File: src/rtl/gf_inv8_seq_if.sv
`default_nettype none
// ============================================================================
// gf_inv8_seq_if : valid/ready byte streams in and out of the GF(2^8) inverter
// Revision 1.0
// ============================================================================
interface gf_inv8_seq_if;
  logic       in_valid;
  logic       in_ready;
  logic [7:0] in_data;
  logic       out_valid;
  logic       out_ready;
  logic [7:0] out_data;
  logic       busy;

  modport master (
    output in_valid, in_data, out_ready,
    input  in_ready, out_valid, out_data, busy
  );

  modport slave (
    input  in_valid, in_data, out_ready,
    output in_ready, out_valid, out_data, busy
  );
endinterface
`default_nettype wire

File: src/rtl/gf_inv8_seq.sv
`default_nettype none
// ============================================================================
// gf_inv8_seq : iterative GF(2^8) inverter, a -> a^254 using one square+multiply unit
// Revision 1.0
// ============================================================================
module gf_inv8_seq #(
  parameter logic [7:0] POLY = 8'h1B
) (
  input  wire logic       clk,
  input  wire logic       rst_n,
  gf_inv8_seq_if.slave    bus
);

  typedef enum logic [1:0] {
    IDLE = 2'd0,
    CALC = 2'd1,
    DONE = 2'd2
  } state_t;

  localparam logic [2:0] LAST_STEP = 3'd6;

  state_t     state;
  state_t     state_nx;
  logic [7:0] a;
  logic [7:0] r;
  logic [7:0] result;
  logic [2:0] cnt;
  logic       load;
  logic       iterate;
  logic       finish;
  logic [7:0] r_sq;
  logic [7:0] r_step;

  // Fold bits 14..8 back into the low byte using x^8 = POLY, highest first.
  function automatic logic [7:0] gf_reduce(input logic [14:0] p);
    logic [14:0] v;
    logic [14:0] m;
    v = p;
    m = {6'b0, 1'b1, POLY};
    for (int i = 14; i >= 8; i--) begin
      if (v[i]) begin
        v = v ^ (m << (i - 8));
      end
    end
    return v[7:0];
  endfunction

  function automatic logic [7:0] gf_mul(input logic [7:0] x, input logic [7:0] y);
    logic [14:0] p;
    p = '0;
    for (int i = 0; i < 8; i++) begin
      if (y[i]) begin
        p = p ^ ({7'b0, x} << i);
      end
    end
    return gf_reduce(p);
  endfunction

  // Squaring in characteristic 2 just spreads the bits to even positions.
  function automatic logic [7:0] gf_sq(input logic [7:0] x);
    logic [14:0] p;
    p = '0;
    for (int i = 0; i < 8; i++) begin
      p[2*i] = x[i];
    end
    return gf_reduce(p);
  endfunction

  assign r_sq   = gf_sq(r);
  assign r_step = gf_mul(r_sq, a);

  always_ff @(posedge clk or negedge rst_n) begin
    if (!rst_n) begin
      state <= IDLE;
    end else begin
      state <= state_nx;
    end
  end

  always_comb begin
    state_nx = state;
    load     = 1'b0;
    iterate  = 1'b0;
    finish   = 1'b0;
    case (state)
      IDLE: begin
        if (bus.in_valid) begin
          load     = 1'b1;
          state_nx = CALC;
        end
      end
      CALC: begin
        if (cnt == LAST_STEP) begin
          finish   = 1'b1;
          state_nx = DONE;
        end else begin
          iterate = 1'b1;
        end
      end
      DONE: begin
        if (bus.out_ready) begin
          state_nx = IDLE;
        end
      end
      default: state_nx = IDLE;
    endcase
  end

  // r walks a, a^3, a^7, ..., a^127; the final square gives a^254.
  always_ff @(posedge clk or negedge rst_n) begin
    if (!rst_n) begin
      a      <= 8'h00;
      r      <= 8'h00;
      cnt    <= 3'd0;
      result <= 8'h00;
    end else begin
      if (load) begin
        a   <= bus.in_data;
        r   <= bus.in_data;
        cnt <= 3'd0;
      end else if (iterate) begin
        r   <= r_step;
        cnt <= cnt + 3'd1;
      end
      if (finish) begin
        result <= r_sq;
      end
    end
  end

  assign bus.in_ready  = (state == IDLE);
  assign bus.busy      = (state != IDLE);
  assign bus.out_valid = (state == DONE);
  assign bus.out_data  = result;

endmodule
`default_nettype wire

File: src/flat_wrapper.sv
// flat-port wrapper written by rule: the top's interface ports become plain ports
module gf_inv8_seq_flat 
#(
  parameter logic [7:0] POLY = 8'h1B
)
  (clk, rst_n, bus_in_valid, bus_in_data, bus_out_ready, bus_in_ready, bus_out_valid, bus_out_data, bus_busy);
  gf_inv8_seq_if bus_i ();
  input  wire logic clk;
  input  wire logic rst_n;
  input wire logic [$bits(bus_i.in_valid)-1:0] bus_in_valid;
  input wire logic [$bits(bus_i.in_data)-1:0] bus_in_data;
  input wire logic [$bits(bus_i.out_ready)-1:0] bus_out_ready;
  output wire logic [$bits(bus_i.in_ready)-1:0] bus_in_ready;
  output wire logic [$bits(bus_i.out_valid)-1:0] bus_out_valid;
  output wire logic [$bits(bus_i.out_data)-1:0] bus_out_data;
  output wire logic [$bits(bus_i.busy)-1:0] bus_busy;
  assign bus_i.in_valid = bus_in_valid;
  assign bus_i.in_data = bus_in_data;
  assign bus_i.out_ready = bus_out_ready;
  assign bus_in_ready = bus_i.in_ready;
  assign bus_out_valid = bus_i.out_valid;
  assign bus_out_data = bus_i.out_data;
  assign bus_busy = bus_i.busy;
  gf_inv8_seq #(.POLY(POLY)) u_core (.clk(clk), .rst_n(rst_n), .bus(bus_i));
endmodule
File: config.mk
export PLATFORM = sky130hd
export DESIGN_NAME = gf_inv8_seq_flat
export DESIGN_NICKNAME = d
export VERILOG_FILES = /design/src/rtl/gf_inv8_seq_if.sv /design/src/rtl/gf_inv8_seq.sv /design/src/flat_wrapper.sv
export SDC_FILE = /design/constraint.sdc
export NUM_CORES = 1
export LEC_CHECK = 0
export CELL_PAD_IN_SITES_DETAIL_PLACEMENT = 1
export CELL_PAD_IN_SITES_GLOBAL_PLACEMENT = 2
export CORE_AREA = 3 3 87 110
export DETAILED_ROUTE_END_ITERATION = 8
export DIE_AREA = 0 0 90 113
export PLACE_DENSITY = 0.89
export SYNTH_ARGS = -nofsm -noshare
export SYNTH_HDL_FRONTEND = slang
export SYNTH_SLANG_ARGS = --single-unit
File: constraint.sdc
create_clock -name clk -period 3.3 [get_ports clk]
set_input_delay 0.66 -clock clk [delete_from_list [all_inputs] [get_ports clk]]
set_output_delay 0.66 -clock clk [all_outputs]
set_load 0.02 [all_outputs]
==> summary.txt <==
Yosys
  – Seq/Total Area, Yosys: 23.61%
  – Post-synth top flop: dfrtp_1
  – Share of the synthesized area in the top cell type: 23.61%
  – Mapped Cells: 367
  – Synthesis-stage register bit count: 29
  – Area contributors post-synth: dfrtp_1 24%, xnor2_1 11%, nand2_1 7.6%
  – Yosys synthesis warning count: 0
  – Synth area leader: dfrtp_1
  – Synth cell count leaders: 62 x nand2_1, 38 x xnor2_1, 29 x dfrtp_1
  – Synth cell types: 55
  – Synthesized area per cell: about 8.4 um2
  – Mapped cell area: between 0.003 and 0.004 mm2
  – Most common cell in the netlist: nand2_1
  – Post-synth EDFFs: 0
  – Fraction of registers with async set/reset: 100.0%
  – Syn_nets: 381

STA
  – Fmax: 0.3298 GHz
  – Post-layout minimum cycle time: 3033 ps
  – Pins Over Slew Limit: 0
  – Setup TNS: 0 ps
  – Worst slew pin tran: about 660 ps
  – Worst Skew: about 5.3 ps
  – RSZ-0062 raised after global routing: false
  – Period utilization: 91.90%
  – Final Hold Fails: 0
  – Max-Slew Margin vs Limit: 56.23%
  – Setup Viol. Count Final: 0

Clock tree
  – Clock Tree Buf Depth: 2
  – Clock sinks: 29
  – H-Tree Depth: 2
  – Post-CTS setup buffers: 0
  – CTS tree: done
  – Clock-pin slew on the worst setup and hold paths: 60 ps
  – Cts repair resizes: 0
  – CTS Hold Bufs: 0
  – Root buffer cell: clkbuf_8
  – Clk Latency, worst-skew pair: 280 ps
  – TritonCTS buffer count: 5

Worst hold path
  – Min-delay worst type: reg2reg
  – Worst hold start: u_core.bus.out_data[5]
  – Hold Path Stages: 2

Floorplanning
  – Die Ht: 113 um
  – Row count: 38
  – Core box area: 0.008653 mm2
  – Initial Util: 35.53%
  – Die Wd: 90 um
  – I/O Pins: 23
  – DIE AREA: around 0.01 mm2

Detailed routing
  – WL per Instance: 18.74 um
  – Total Wirelength: 9371 um
  – Detailed-router iteration count before antenna repair: 4
  – Via density per instance: 5.346
  – Drt initial violations: 126
  – Drt drc: 0
  – Vias: around 2,700
  – Final antenna-violating net count: 0

Setup path
  – Setup crit start kind: flop
  – CP max-delay cell: dfrtp_1
  – Crit path from: u_core.r[4]
  – CP Class: reg2reg
  – CP cell instances: xnor2_2 > o221ai_1 > a221oi_2 > xnor3_1 > xnor3_1 > xnor3_1 > xnor2_1 > o221ai_1
  – Worst path top cell family by delay: XOR/XNOR gates
  – CP Data Required Time: 3450 ps
  – Reg2reg path depth: 8
  – Most common cell on crit path: xnor3_1
  – Buf/Inv on CP: 0
  – Slowest stage delay, CP: about 700 ps
  – RR Startpoint: u_core.r[4]
  – Worst Setup End Kind: flop
  – Worst-path fanout max: 7
  – CP Depth: 8
  – Critical Path AT: 3180 ps

Finish
  – Multi-input gate area: 0.002138 mm2
  – Fin nets: 393
  – Fillers: 1,061
  – Area growth syn-to-layout: 14.53%
  – Antenna diodes: 0
  – Sequential cell area: about 730 um2
  – Share of cells above drive strength 1: approximately 14%

Placed design
  – Dpl hpwl: 7096 um
  – Port Buffers: 22
  – Final GP Congestion: 0.8785

Run
  – Max Cap Viol: 0

GRT
  – Remaining global-route overflow: 0
  – Largest net degree at the start of global routing: 30
  – Initial antenna violation count: 0
  – Vias in the first global route: 2,881
  – First-pass GRT wire length: 15,790 um
  – Gr usage total: 19.59%

Status
  – Status: finished, final reports clean
[worst paths after layout]
| kind | end | slack, ps |
|---|---|---|
| max | u_core.r[3] | 270 |
| min | u_core.bus.out_data[5] | 500 |
| max reg2reg | u_core.r[3] | 270 |
| min reg2reg | u_core.bus.out_data[5] | 500 |
| max in group asynchronous | u_core.r[6] | 2210 |
| min in group asynchronous | u_core.bus.out_data[7] | 780 |
[logic make-up (layout without fill, tap and decap cells)]
family / Yosys count / count (layout) / synth area share (%)
AND/OR/NAND/NOR: 123 / 123 / 18.19
AO/OA/AOI/OAI: 89 / 89 / 19.01
XOR/XNOR: 68 / 68 / 27.31
buffers and inverters: 44 / 57 / 6.838
flip-flops: 29 / 29 / 23.61
multiplexers: 12 / 12 / 4.233
adder cells (fa/ha/maj): 2 / 2 / 0.8139
[area by class of cell]
class	count	area share, %
multi-input combinational	294	60.73
tap	120	4.264
sequential	29	20.65
timing repair buffer	40	10.09
inverter	9	0.9595
clock inverter	1	0.8529
clock buffer	7	2.452
[stage by stage]
step	instance area, um2	cells	setup slack, ps	hold slack [ps]	utilization (%)
2_1_floorplan	3074	367	632.8	364.4	-
3_3_place_gp	3403	492	291.9	467.3	39.33
3_5_place_dp	3403	492	204.9	491.1	39.33
4_1_cts	3520	500	190.8	500.6	40.67
5_1_grt	3521	500	78.27	512.8	40.69
6_report	3521	500	267.4	499.7	40.69
[worst register-to-register path: stages, from the launching register on]
cell and delay [ps]:
dfrtp_1 680, xnor2_2 190, o221ai_1 200, a221oi_2 280, xnor3_1 490, xnor3_1 380, xnor3_1 390, xnor2_1 160
o221ai_1 130
[cells in the final DEF, fill, tap and decap left out, types with 2 or more instances in the layout]
cell type        count
a21oi_1             22
clkdlybuf4s50_1     22
xor2_1              11
o22ai_1             15
xor2_2               4
mux2i_1              4
mux2_2               7
clkbuf_8             6
nand2_1             62
buf_4               18
a22oi_1              3
and2_1               3
nand2b_1            12
nor2_1              19
nor2b_1              6
o21ai_0             12
o211ai_1             9
a31oi_1              4
xnor3_1              7
o221ai_1             6
a211oi_1             3
inv_2                2
inv_1                7
ha_1                 2
xnor2_4              2
xnor2_1             38
o21ai_1              4
dfrtp_1             28
xnor2_2              2
nand3_1             14
[sequential cells by signal (all words and copies together) (netlist names)]
signal	flops
u_core.cnt	3
u_core.state	2
u_core.a	8
u_core.bus.out_data	8
u_core.r	8
[routing by layer]
metal	vias up	share of wire, %	global-route usage [%]	wire, um
met2	39	54	36.19	5029
met5	-	0	0	0
met4	0	2.0	6.027	190
met1	1339	42	23.68	3943
li1	1283	-	-	-
met3	12	2.2	2.394	207
Power is left out: the tool's default activity adds up to more than one toggle a clock period on the data nets, which glitch-free logic cannot reach.
